$ cat config.mk
export PLATFORM = sky130hd
export DESIGN_NAME = uart_tx_frame_flat
export DESIGN_NICKNAME = d
export VERILOG_FILES = /design/src/rtl/uart_tx_frame_if.sv /design/src/rtl/uart_tx_frame.sv /design/src/flat_wrapper.sv
export SDC_FILE = /design/constraint.sdc
export NUM_CORES = 1
export LEC_CHECK = 0
export CAP_MARGIN = 20
export CORE_MARGIN = 8
export CORE_UTILIZATION = 40
export DETAILED_ROUTE_END_ITERATION = 10
export RECOVER_POWER = 25
export SLEW_MARGIN = 10
export SYNTH_ARGS = -nofsm -noshare
export SYNTH_HDL_FRONTEND = slang
export SYNTH_SLANG_ARGS = --single-unit
$ cat constraint.sdc
create_clock -name clk -period 3.62 [get_ports clk]
set_clock_uncertainty 0.2 [all_clocks]
set_input_delay 1.086 -clock clk [delete_from_list [all_inputs] [get_ports clk]]
set_output_delay 1.086 -clock clk [all_outputs]
set_load 0.02 [all_outputs]
$ cat src/rtl/uart_tx_frame_if.sv
// Host-side write port of the UART transmitter: write strobe, word and status.
// LEVEL_W must equal $clog2(FIFO_DEPTH)+1 of the attached transmitter.
interface uart_tx_frame_if #(
    parameter int DATA_BITS = 8,
    parameter int LEVEL_W   = 5
);
    logic                 tx_wr;
    logic [DATA_BITS-1:0] tx_data;
    logic                 tx_full;
    logic                 tx_busy;
    logic                 tx_ovf;
    logic [LEVEL_W-1:0]   tx_level;

    modport master (
        output tx_wr,
        output tx_data,
        input  tx_full,
        input  tx_busy,
        input  tx_ovf,
        input  tx_level
    );

    modport slave (
        input  tx_wr,
        input  tx_data,
        output tx_full,
        output tx_busy,
        output tx_ovf,
        output tx_level
    );
endinterface

$ cat src/rtl/uart_tx_frame.sv
// RS-232 transmitter: 5..8 data bits, optional parity, 1 or 2 stop bits.
// Define UART_TX_FIFO_EN to buffer writes in a FIFO_DEPTH-entry FIFO.
module uart_tx_frame #(
    parameter int CLK_FREQ   = 66666666,
    parameter int BAUD       = 115200,
    parameter int DATA_BITS  = 8,
    parameter int PARITY     = 0,
    parameter int STOP_BITS  = 1,
    parameter int FIFO_DEPTH = 16
) (
    input  logic            clk,
    input  logic            reset,
    uart_tx_frame_if.slave  tx,
    output logic            TxD
);
    localparam int DIV     = (CLK_FREQ + BAUD / 2) / BAUD;
    localparam int CNT_W   = (DIV < 2) ? 1 : $clog2(DIV);
    localparam int IDX_W   = $clog2(DATA_BITS);
    localparam int LEVEL_W = $clog2(FIFO_DEPTH) + 1;

    localparam logic [CNT_W-1:0] CNT_MAX   = CNT_W'(DIV - 1);
    localparam logic [IDX_W-1:0] LAST_DATA = IDX_W'(DATA_BITS - 1);
    localparam logic [IDX_W-1:0] LAST_STOP = IDX_W'(STOP_BITS - 1);

    if (DIV < 2) begin : g_div_chk
        $error("uart_tx_frame: bit period below 2 clocks");
    end

    typedef enum logic [2:0] {
        IDLE,
        START,
        DATA,
        PAR,
        STOP
    } state_t;

    state_t               state_q, state_d;
    logic [CNT_W-1:0]     cnt_q, cnt_d;
    logic [IDX_W-1:0]     idx_q, idx_d;
    logic [DATA_BITS-1:0] shift_q, shift_d;
    logic                 par_q, par_d;
    logic                 txd_q, txd_d;
    logic                 ovf_q, ovf_d;

    logic                 tick;
    logic                 avail;
    logic                 load;
    logic                 full;
    logic [DATA_BITS-1:0] word;

    function automatic logic txd_of(state_t s, logic b0, logic p);
        case (s)
            START:   return 1'b0;
            DATA:    return b0;
            PAR:     return p;
            default: return 1'b1;
        endcase
    endfunction

`ifdef UART_TX_FIFO_EN
    localparam int PTR_W = $clog2(FIFO_DEPTH);

    logic [DATA_BITS-1:0] mem_q [FIFO_DEPTH];
    logic [PTR_W-1:0]     wr_ptr_q, wr_ptr_d;
    logic [PTR_W-1:0]     rd_ptr_q, rd_ptr_d;
    logic [LEVEL_W-1:0]   level_q, level_d;
    logic                 push;

    assign full  = (level_q == LEVEL_W'(FIFO_DEPTH));
    assign push  = tx.tx_wr & ~full;
    assign avail = (level_q != '0);
    assign word  = mem_q[rd_ptr_q];

    always_comb begin
        wr_ptr_d = wr_ptr_q;
        rd_ptr_d = rd_ptr_q;
        level_d  = level_q;
        if (push) wr_ptr_d = wr_ptr_q + 1'b1;
        if (load) rd_ptr_d = rd_ptr_q + 1'b1;
        case ({push, load})
            2'b10:   level_d = level_q + 1'b1;
            2'b01:   level_d = level_q - 1'b1;
            default: level_d = level_q;
        endcase
    end

    always_ff @(posedge clk) begin
        if (push) mem_q[wr_ptr_q] <= tx.tx_data;
    end

    always_ff @(posedge clk or posedge reset) begin
        if (reset) begin
            wr_ptr_q <= '0;
            rd_ptr_q <= '0;
            level_q  <= '0;
        end else begin
            wr_ptr_q <= wr_ptr_d;
            rd_ptr_q <= rd_ptr_d;
            level_q  <= level_d;
        end
    end

    assign tx.tx_level = level_q;
    assign tx.tx_busy  = (state_q != IDLE) | avail;
    // Line value follows the next state so START and TxD change together.
    assign txd_d = txd_of(state_d, shift_d[0], par_d);
`else
    assign full  = (state_q != IDLE);
    assign avail = tx.tx_wr & ~full;
    assign word  = tx.tx_data;

    assign tx.tx_level = {LEVEL_W{1'b0}};
    assign tx.tx_busy  = (state_q != IDLE);
    // Word is loaded on the accepting edge; the line follows one cycle later.
    assign txd_d = txd_of(state_q, shift_q[0], par_q);
`endif

    assign tick       = (cnt_q == '0);
    assign ovf_d      = tx.tx_wr & full;
    assign tx.tx_full = full;
    assign tx.tx_ovf  = ovf_q;
    assign TxD        = txd_q;

    always_comb begin
        state_d = state_q;
        cnt_d   = cnt_q;
        idx_d   = idx_q;
        shift_d = shift_q;
        par_d   = par_q;
        load    = 1'b0;

        if (state_q != IDLE) cnt_d = tick ? CNT_MAX : cnt_q - 1'b1;

        unique case (state_q)
            IDLE: begin
                if (avail) begin
                    load    = 1'b1;
                    state_d = START;
                    cnt_d   = CNT_MAX;
                end
            end
            START: begin
                if (tick) begin
                    state_d = DATA;
                    idx_d   = '0;
                end
            end
            DATA: begin
                if (tick) begin
                    shift_d = {1'b0, shift_q[DATA_BITS-1:1]};
                    if (idx_q == LAST_DATA) begin
                        idx_d   = '0;
                        state_d = (PARITY != 0) ? PAR : STOP;
                    end else begin
                        idx_d = idx_q + 1'b1;
                    end
                end
            end
            PAR: begin
                if (tick) begin
                    state_d = STOP;
                    idx_d   = '0;
                end
            end
            STOP: begin
                if (tick) begin
                    if (idx_q != LAST_STOP) begin
                        idx_d = idx_q + 1'b1;
                    end else if (avail) begin
                        load    = 1'b1;
                        state_d = START;
                        idx_d   = '0;
                    end else begin
                        state_d = IDLE;
                        idx_d   = '0;
                        cnt_d   = '0;
                    end
                end
            end
            default: begin
                state_d = IDLE;
                cnt_d   = '0;
                idx_d   = '0;
            end
        endcase

        if (load) begin
            shift_d = word;
            par_d   = (PARITY == 1) ? ~^word : ^word;
        end
    end

    always_ff @(posedge clk or posedge reset) begin
        if (reset) begin
            state_q <= IDLE;
            cnt_q   <= '0;
            idx_q   <= '0;
            shift_q <= '0;
            par_q   <= 1'b0;
            txd_q   <= 1'b1;
            ovf_q   <= 1'b0;
        end else begin
            state_q <= state_d;
            cnt_q   <= cnt_d;
            idx_q   <= idx_d;
            shift_q <= shift_d;
            par_q   <= par_d;
            txd_q   <= txd_d;
            ovf_q   <= ovf_d;
        end
    end
endmodule

$ cat src/flat_wrapper.sv
// flat-port wrapper written by rule: the top's interface ports become plain ports
module uart_tx_frame_flat 
#(
    parameter int CLK_FREQ   = 66666666,
    parameter int BAUD       = 115200,
    parameter int DATA_BITS  = 8,
    parameter int PARITY     = 0,
    parameter int STOP_BITS  = 1,
    parameter int FIFO_DEPTH = 16
)
  (clk, reset, TxD, tx_tx_wr, tx_tx_data, tx_tx_full, tx_tx_busy, tx_tx_ovf, tx_tx_level);
  uart_tx_frame_if #(.DATA_BITS(DATA_BITS)) tx_i ();
  input  logic clk;
  input  logic reset;
  output logic TxD;
  input wire logic [$bits(tx_i.tx_wr)-1:0] tx_tx_wr;
  input wire logic [$bits(tx_i.tx_data)-1:0] tx_tx_data;
  output wire logic [$bits(tx_i.tx_full)-1:0] tx_tx_full;
  output wire logic [$bits(tx_i.tx_busy)-1:0] tx_tx_busy;
  output wire logic [$bits(tx_i.tx_ovf)-1:0] tx_tx_ovf;
  output wire logic [$bits(tx_i.tx_level)-1:0] tx_tx_level;
  assign tx_i.tx_wr = tx_tx_wr;
  assign tx_i.tx_data = tx_tx_data;
  assign tx_tx_full = tx_i.tx_full;
  assign tx_tx_busy = tx_i.tx_busy;
  assign tx_tx_ovf = tx_i.tx_ovf;
  assign tx_tx_level = tx_i.tx_level;
  uart_tx_frame #(.CLK_FREQ(CLK_FREQ), .BAUD(BAUD), .DATA_BITS(DATA_BITS), .PARITY(PARITY), .STOP_BITS(STOP_BITS), .FIFO_DEPTH(FIFO_DEPTH)) u_core (.clk(clk), .reset(reset), .tx(tx_i), .TxD(TxD));
endmodule
Word-level counts from Yosys, hierarchy flattened

Cells that the tools add are included.

Flip-flop bits (word level): 27
Latch bits: 0
Memory bits (writable): 0
Memory bits (read-only): 0
Input port bits: 11
Logic and storage cells: 68
Memories: 0

Add/sub/neg operators: 2
Multipliers: 0
Divide/modulo/power cells: 0
$lt $le $gt $ge: 0
Eq/ne operators: 13
Shift operators: 0
Multiplexer cells: 30
Bitwise logic cells: 4
Reductions and logical operators: 12

Operators by type and width:

| kind                  | count |
|---|---|
| $mux 10               | 6 |
| $mux 3                | 12 |
| $pmux 10 s3           | 1 |
| $mux 8                | 3 |
| $pmux 3 s5            | 1 |
| $ne 2x1->1 const B    | 7 |
| $pmux 3 s4            | 1 |
| $logic_not 10->1      | 1 |
| $sub 10x1->10 const B | 1 |
| $reduce_xor 8->1      | 1 |
| $reduce_and 7->1      | 1 |
| $eq 3x2->1 const B    | 2 |
| $eq 3x3->1 const B    | 2 |
| $reduce_bool 3->1     | 2 |
| $mux 1                | 4 |
| $reduce_and 4->1      | 1 |
| $reduce_bool 2->1     | 2 |
| $add 3x1->3 const B   | 1 |
| $eq 3x1->1 const B    | 1 |
| $logic_not 3->1       | 1 |
| $pmux 1 s3            | 1 |
| $reduce_or 3->1       | 1 |
| $and 1x1->1           | 2 |
| $ne 2x2->1 const B    | 1 |
| 4 further kinds       | 5 |

Logic depth before layout (Yosys ltp)

Gate-level depths: netlist of run 1.

Depth in word-level cells: 9
Gate-level depth with buffers: 8

Worst setup path before layout of run 1

No wires, ideal clock.

Path type: flip-flop to output port
From: reg u_core.state_q[2]
To: out tx_tx_full
Arrival: 1415 ps
Required time: 2334 ps
Slack: 919 ps
Cell stages (with the launch flop): 5
Cell sequence: dfrtp_1 > clkbuf_1 > nor3_1 > clkinv_1 > buf_4

Word-level cells in the longest chain between the ends: 1

Ends and longest elaborated chain:

| item                   | RTL line             | RTL |
|---|---|---|
| start, declared        | uart_tx_frame.sv:37  | `state_t state_q, state_d;` |
| start signal, assigned | uart_tx_frame.sv:203 | `state_q <= state_d;` |
| $reduce_bool 3->1      | --                   |  |
| end, declared          | flat_wrapper.sv:18   | `output wire logic [$bits(tx_i.tx_full)-1:0] tx_tx_full;` |

No other way between the ends.

Final worst setup path of run 1

From: reg u_core.state_q[0]
To: out tx_tx_full

Word-level cells in the longest chain between the ends: 1

Ends and longest elaborated chain:

| item              | RTL line             | RTL |
|---|---|---|
| $reduce_bool 3->1 | uart_tx_frame.sv:108 | `assign full = (state_q != IDLE);` |

No other way between the ends.

==> flow_summary.yaml, run 1 <==
power:
  p_per_area_nw_per_um2: 577.7
  pwr-share-clk_pct: 16.4
  peakVddDrop_v: 0.0002608
  p_int_uw: 676.9
  p_seq_share_pct: 48.6
  p_leak_uw: 0.0007348
  combinationalPowerShare_pct: 35.0
  power_switching_uw: 345.2
  switching_share_pct: 33.77
timing:
  maxSlewViolCount: 0
  setup_tns_ns: 0
  finalHoldViolCount: 0
  worst_slack_ns: 0.3350
  max_slew_margin_pct: 2.887
  tightest_slew_ns: 1.457
  rsz0062_at_grt: "false"
  fmax_mhz: 304.4
  period_needed_ns: 3.285
  setup_violations: 0
  post-route-period-util_pct: 90.74
yosys:
  synth_cell_types: 42
  synth.avg_cell_area_um2: 9.954
  synth_ff_type: "dfrtp_1"
  synthArstFlopShare_pct: 100.0
  syn_area_um2: 1563
  synth_top_area_share_pct: 41.63
  synth_edf_count: 0
  yosysWarnings: 0
  synth_seq_cells: 27
  synth_seq_area_share_pct: 43.31
  synthCells: 157
  synthTopCellsByArea: "dfrtp_1 42%, mux2_2 7.2%, xnor2_1 6.7%, ha_1 3.2%, o21ai_0 3.2%"
  synth_top_area_cell: "dfrtp_1"
clock_tree:
  htree_levels: 1
  cts_buffers: 3
  clock-sinks: 27
  hold_buffers: 0
  clk_latency_ns: 0.27
  cts_tree: "yes"
  post-cts-setup-buffer-count: 0
  clock_path_buffers: 2
  cts_resized: 0
  root_buffer: "clkbuf_8"
  clk_pin_slew_ns: 0.09
cells_and_area:
  post-route-util_pct: 47.61
  num-fill-cells: 371
  nNetsFinal: 185
  stdcell_area_um2: 1769
  fin_cells: 217
  layout-drive-gt1-share_pct: 14.79
  diodes: 0
  area.growth.synth_to_final_pct: 13.21
placed_design:
  placedCellCount: 213
  port-buffer-count: 14
  placed_area_um2: 1728
  finalWeightedCongestion: 0.7680
  dp_slack_ns: 0.4834
  hpwl_um: 2315
floorplanning:
  die_w_um: 78.51
  start_util_pct: 42.05
  die_area_um2: 6163
  ios: 20
  rows: 22
  core_area_um2: 3716
  die_y_um: 78.51
detailed_routing:
  drt_iter0_markers: 37
  maxUsedRoutingLayer: "met4"
  wl_um: 2977
  drc: 0
  via_per_inst: 5.309
  dr_wl_met3_um: 123
  drtPass1Iterations: 4
  drt-wirelength-per-cell_um: 13.72
  met1_length_um: 1318
  met2_length_um: 1467
  vias: 1152
  ant_nets: 0
setup_path:
  crit_chain: "nor3_1 -> clkinv_1 -> clkdlybuf4s50_1"
  slowest_delay_ns: 0.63
  critPathArrivalTime_ns: 2.00
  cp_data_required_time_ns: 2.33
  critPathSlowestCell: "clkdlybuf4s50_1"
  crit_path_start_kind: "flip-flop"
  critPathMaxFanout: 12
  path_class: "flip-flop to output pin"
  cp-end-kind: "output pin"
grt:
  grt_pass1_vias: 1201
  grt_max_degree: 28
  antenna_found_initial: 0
  grt_pass1_wl_um: 5050
  grt-ovfl-total: 0
  globalRouteTotalUtil_pct: 10.18
flow_run:
  maxCapViolCount: 0
worst_hold_path:
  hp-class: "flip-flop to flip-flop"
outcome:
  outcome: "complete, no violations"
==> cell type report <==
cell class | instances | area [um2] | area share, %
multi-input cells | 112 | 794.5 | 44.91
flip-flops and latches | 27 | 676.9 | 38.26
repair buffers | 17 | 158.9 | 8.982
well taps | 48 | 60.06 | 3.395
clock buffers | 4 | 45.04 | 2.546
inverters | 9 | 33.78 | 1.909
==> registers in the layout, indices dropped and copies added (netlist names) <==
| signal | flops |
|---|---|
| u_core.shift_q | 8 |
| u_core.par_q | 1 |
| u_core.tx.tx_ovf | 1 |
| u_core.state_q | 3 |
| u_core.cnt_q | 10 |
| u_core.idx_q | 3 |
| u_core.TxD | 1 |
==> worst paths after layout <==
check / start / end / slack (ns) / depth (start not counted)
setup reg to reg: u_core.cnt_q[0] / u_core.cnt_q[1] / 0.79 / 6
min in group asynchronous: reset / u_core.shift_q[2] / 1.56 / 3
hold / removal: u_core.par_q / u_core.par_q / 0.31 / 2
max in group asynchronous: reset / u_core.cnt_q[5] / 0.82 / 3
setup / recovery: u_core.state_q[0] / tx_tx_full / 0.34 / 3
hold reg to reg: u_core.par_q / u_core.par_q / 0.31 / 2
==> per-stage QoR <==
step                      hold WS (ns)  power [uW]
final                           0.3071        1022
after global routing            0.3247        1102
after CTS                       0.3142        1038
after detailed placement        0.2939       866.6
after global placement          0.2833       844.5
after floorplan                 0.2489       770.7
==> layout by cell type, fill, tap and decap left out, types with 2 or more instances in the layout <==
cell	Yosys	layout
a21oi_1	8	8
a22o_1	2	2
and2_1	2	2
buf_4	6	2
clkbuf_1	6	2
clkbuf_8	0	3
clkdlybuf4s50_1	0	13
conb_1	1	5
dfrtp_1	26	26
ha_1	4	4
inv_1	8	8
mux2_2	10	10
mux2i_1	4	4
nand2_1	5	5
nand2b_1	2	2
nand3_1	2	2
nand3b_1	2	2
nor2_1	12	12
nor2b_1	3	3
nor3_1	6	6
nor4_1	4	4
o21ai_0	10	10
or4_4	2	2
xnor2_1	12	12
==> power by group through the flow <==
stage | clock (uW) | sequential [uW] | combinational, uW
6_report | 167 | 497 | 358
3_5_place_dp | 0 | 504 | 362
2_1_floorplan | 0 | 477 | 294
4_1_cts | 176 | 498 | 364
5_1_grt | 187 | 514 | 402
3_3_place_gp | 0 | 497 | 348
==> cell families (layout without fill, tap and decap cells) <==
group                    count (synthesis)  in the layout  synth area share (%)
AO/OA/AOI/OAI                           30             30                 12.33
XOR/XNOR                                12             12                 6.725
adder cells (fa/ha/maj)                  5              5                 3.923
buffers and inverters                   22             30                 6.805
flip-flops                              27             27                 43.31
multiplexers                            14             14                 9.768
other                                    1              5                0.2400
AND/OR/NAND/NOR                         46             46                 16.89
==> worst max-delay path, delay by kind of cell, from the launching register on <==
kind	cells	cell delay, ns
buffers and inverters	2	0.93
DFF	1	0.50
and+or+nand+nor	1	0.30
==> synth_stat cells, drive strengths merged (2+ instances only) <==
master,n
clkbuf,6
ha,4
o21ai,10
nor2,12
mux2,10
nand3b,2
nand2,5
nor2b,3
a31oi,2
xnor2,12
a21oi,8
nor3,6
inv,8
nand3,2
nand2b,2
dfrtp,26
and2,2
or4,3
nor4,5
mux2i,4
a22o,2
buf,7
==> routing by layer <==
metal / vias to the layer above / track usage (%)
met5: - / 0
met4: 0 / 6.111
met3: 5 / 2.164
met2: 23 / 18.31
met1: 560 / 10.61
li1: 564 / -
Power figures use the tool's default switching activity.
==> inputs of run 2 (changes only) <==
Settings changed: CORE_UTILIZATION 40 to 54, PLACE_DENSITY from default to 0.78.
==> run 2 against run 1 <==
Effect of this change: combinational power about the same; critical path depth unchanged; setup slack got worse by 0.12 ns; clock power decreased by 19%; global-route usage increased by 2.5 points; sequential power increased by 0.8%; flip-flop and latch count unchanged; worst hold slack improved by 0.0058 ns; register-to-register slack got worse by 0.07 ns; cell count decreased by 7.8%; routed wire length increased by 3.1%; critical endpoint is now tx_tx_busy.
==> flow_summary.yaml, run 2 (synthesized netlist as in run 1, its figures left out) <==
clock_tree:
  clock-sinks: 27
  hold_buffers: 0
  cts_tree: "yes"
  clk_latency_ns: 0.33
  clock_path_buffers: 2
  htree_levels: 1
  root_buffer: "clkbuf_4"
  clk_pin_slew_ns: 0.15
  post-cts-setup-buffer-count: 0
  cts_resized: 0
  cts_buffers: 3
timing:
  maxSlewViolCount: 0
  rsz0062_at_grt: "false"
  finalHoldWorstSlack_ns: 0.3129
  finalHoldViolCount: 0
  period_needed_ns: 3.403
  setup_tns_ns: 0
  fmax_mhz: 293.8
  max_slew_margin_pct: 5.275
  setup_violations: 0
  post-route-period-util_pct: 94.02
  tightest_slew_ns: 1.421
power:
  combinationalPowerShare_pct: 35.9
  p_leak_uw: 0.0007260
  peakVddDrop_v: 0.0004996
  switching_share_pct: 35.66
  p_int_uw: 639.8
  p_per_area_nw_per_um2: 573.8
  power_switching_uw: 354.6
  pwr-share-clk_pct: 13.7
  p_seq_share_pct: 50.4
grt:
  grt_max_degree: 28
  grt_pass1_vias: 1184
  grt_pass1_wl_um: 5250
  antenna_found_initial: 0
  grt-ovfl-total: 0
  globalRouteTotalUtil_pct: 12.63
floorplanning:
  start_util_pct: 56.67
  ios: 20
  die_w_um: 69.80
  die_y_um: 69.80
  rows: 19
  core_area_um2: 2758
  die_area_um2: 4871
cells_and_area:
  stdcell_area_um2: 1733
  layout_commonest_cell: "dfrtp_1"
  multiInputGateArea_um2: 794.5
  nNetsFinal: 185
  num-fill-cells: 241
  layout_common_cells: "26 x dfrtp_1, 13 x clkdlybuf4s50_1, 12 x xnor2_1, 12 x nor2_1"
  largest_register_ffs: 10
  largestRegisters: "u_core.cnt_q: 10 flops, u_core.shift_q: 8 flops"
  fin_cells: 200
  diodes: 0
  layout-drive-gt1-share_pct: 15.38
  regArea_um2: 676.9
  area.growth.synth_to_final_pct: 10.89
  regMostFlops: "u_core.cnt_q"
placed_design:
  finalWeightedCongestion: 0.8033
  placed_area_um2: 1707
  placedCellCount: 196
  port-buffer-count: 14
  hpwl_um: 2235
detailed_routing:
  vias: 1155
  drt-wirelength-per-cell_um: 15.35
  drt_iter0_markers: 88
  drc: 0
  drtPass1Iterations: 4
  wl_um: 3070
  via_per_inst: 5.775
  ant_nets: 0
worst_hold_path:
  hp-class: "flip-flop to flip-flop"
setup_path:
  cp_data_required_time_ns: 2.33
  critPathSlowestCell: "clkdlybuf4s50_1"
  crit_family: "buffers and inverters"
  slowest_delay_ns: 0.63
  critPathMaxFanout: 12
  cp-end-kind: "output pin"
  crit_path_start_kind: "flip-flop"
  path_buf_inv: 2
  critPathArrivalTime_ns: 2.12
  crit_chain: "nor3_1 -> clkinv_1 -> clkdlybuf4s50_1"
  path_class: "flip-flop to output pin"
outcome:
  outcome: "complete, no violations"
flow_run:
  maxCapViolCount: 0
[run 2: cell type report]
| type | instances | area share [%] |
|---|---|---|
| multi-input combinational | 112 | 45.85 |
| sequential | 27 | 39.06 |
| timing repair buffer | 17 | 9.170 |
| tap | 31 | 2.238 |
| inverter | 9 | 1.949 |
| clock buffer | 3 | 1.300 |
| clock inverter | 1 | 0.4332 |
[run 2: tightest hold or removal path, stage by stage (launching register included)]
cell,delay [ns]
dfrtp_1,0.37
nand2_1,0.04
o21ai_0,0.07
[run 2: per-stage QoR]
step	total power (uW)	util, %	setup WS [ns]
6_report	994.3	62.84	0.2165
5_1_grt	1061	62.84	0.05016
4_1_cts	995.4	62.98	0.2150
3_5_place_dp	859.6	61.89	0.5715
3_3_place_gp	837.6	61.89	0.5890
2_1_floorplan	770.7	-	0.9192
[run 2: power by group through the flow]
| stage | registers, uW | logic [uW] | clock network [uW] |
|---|---|---|---|
| detailed placement | 504 | 356 | 0 |
| floorplan | 477 | 294 | 0 |
| global route | 514 | 396 | 150 |
| CTS | 498 | 360 | 138 |
| global placement | 497 | 341 | 0 |
| finish | 501 | 357 | 136 |
[run 2: per-layer routing]
layer,track usage [%],wire length (um)
met5,0,0
met4,2.902,14
met3,4.578,145
met2,23.25,1570
met1,13.20,1339
[run 2: final timing paths]
kind	startpoint	endpoint	slack, ns	cells past startpoint
min	u_core.par_q	u_core.par_q	0.31	2
min in group asynchronous	reset	u_core.shift_q[5]	1.45	3
max	u_core.state_q[0]	tx_tx_busy	0.22	3
min reg2reg	u_core.par_q	u_core.par_q	0.31	2
max in group asynchronous	reset	u_core.cnt_q[3]	0.95	3
max reg2reg	u_core.cnt_q[0]	u_core.cnt_q[1]	0.72	6
==> inputs of run 3 (changes only) <==
Settings changed: GPL_ROUTABILITY_DRIVEN from default to 0, TNS_END_PERCENT from default to 5.
==> results of run 3 <==
No change in the layout: final DEF, timing and power equal those of run 2.
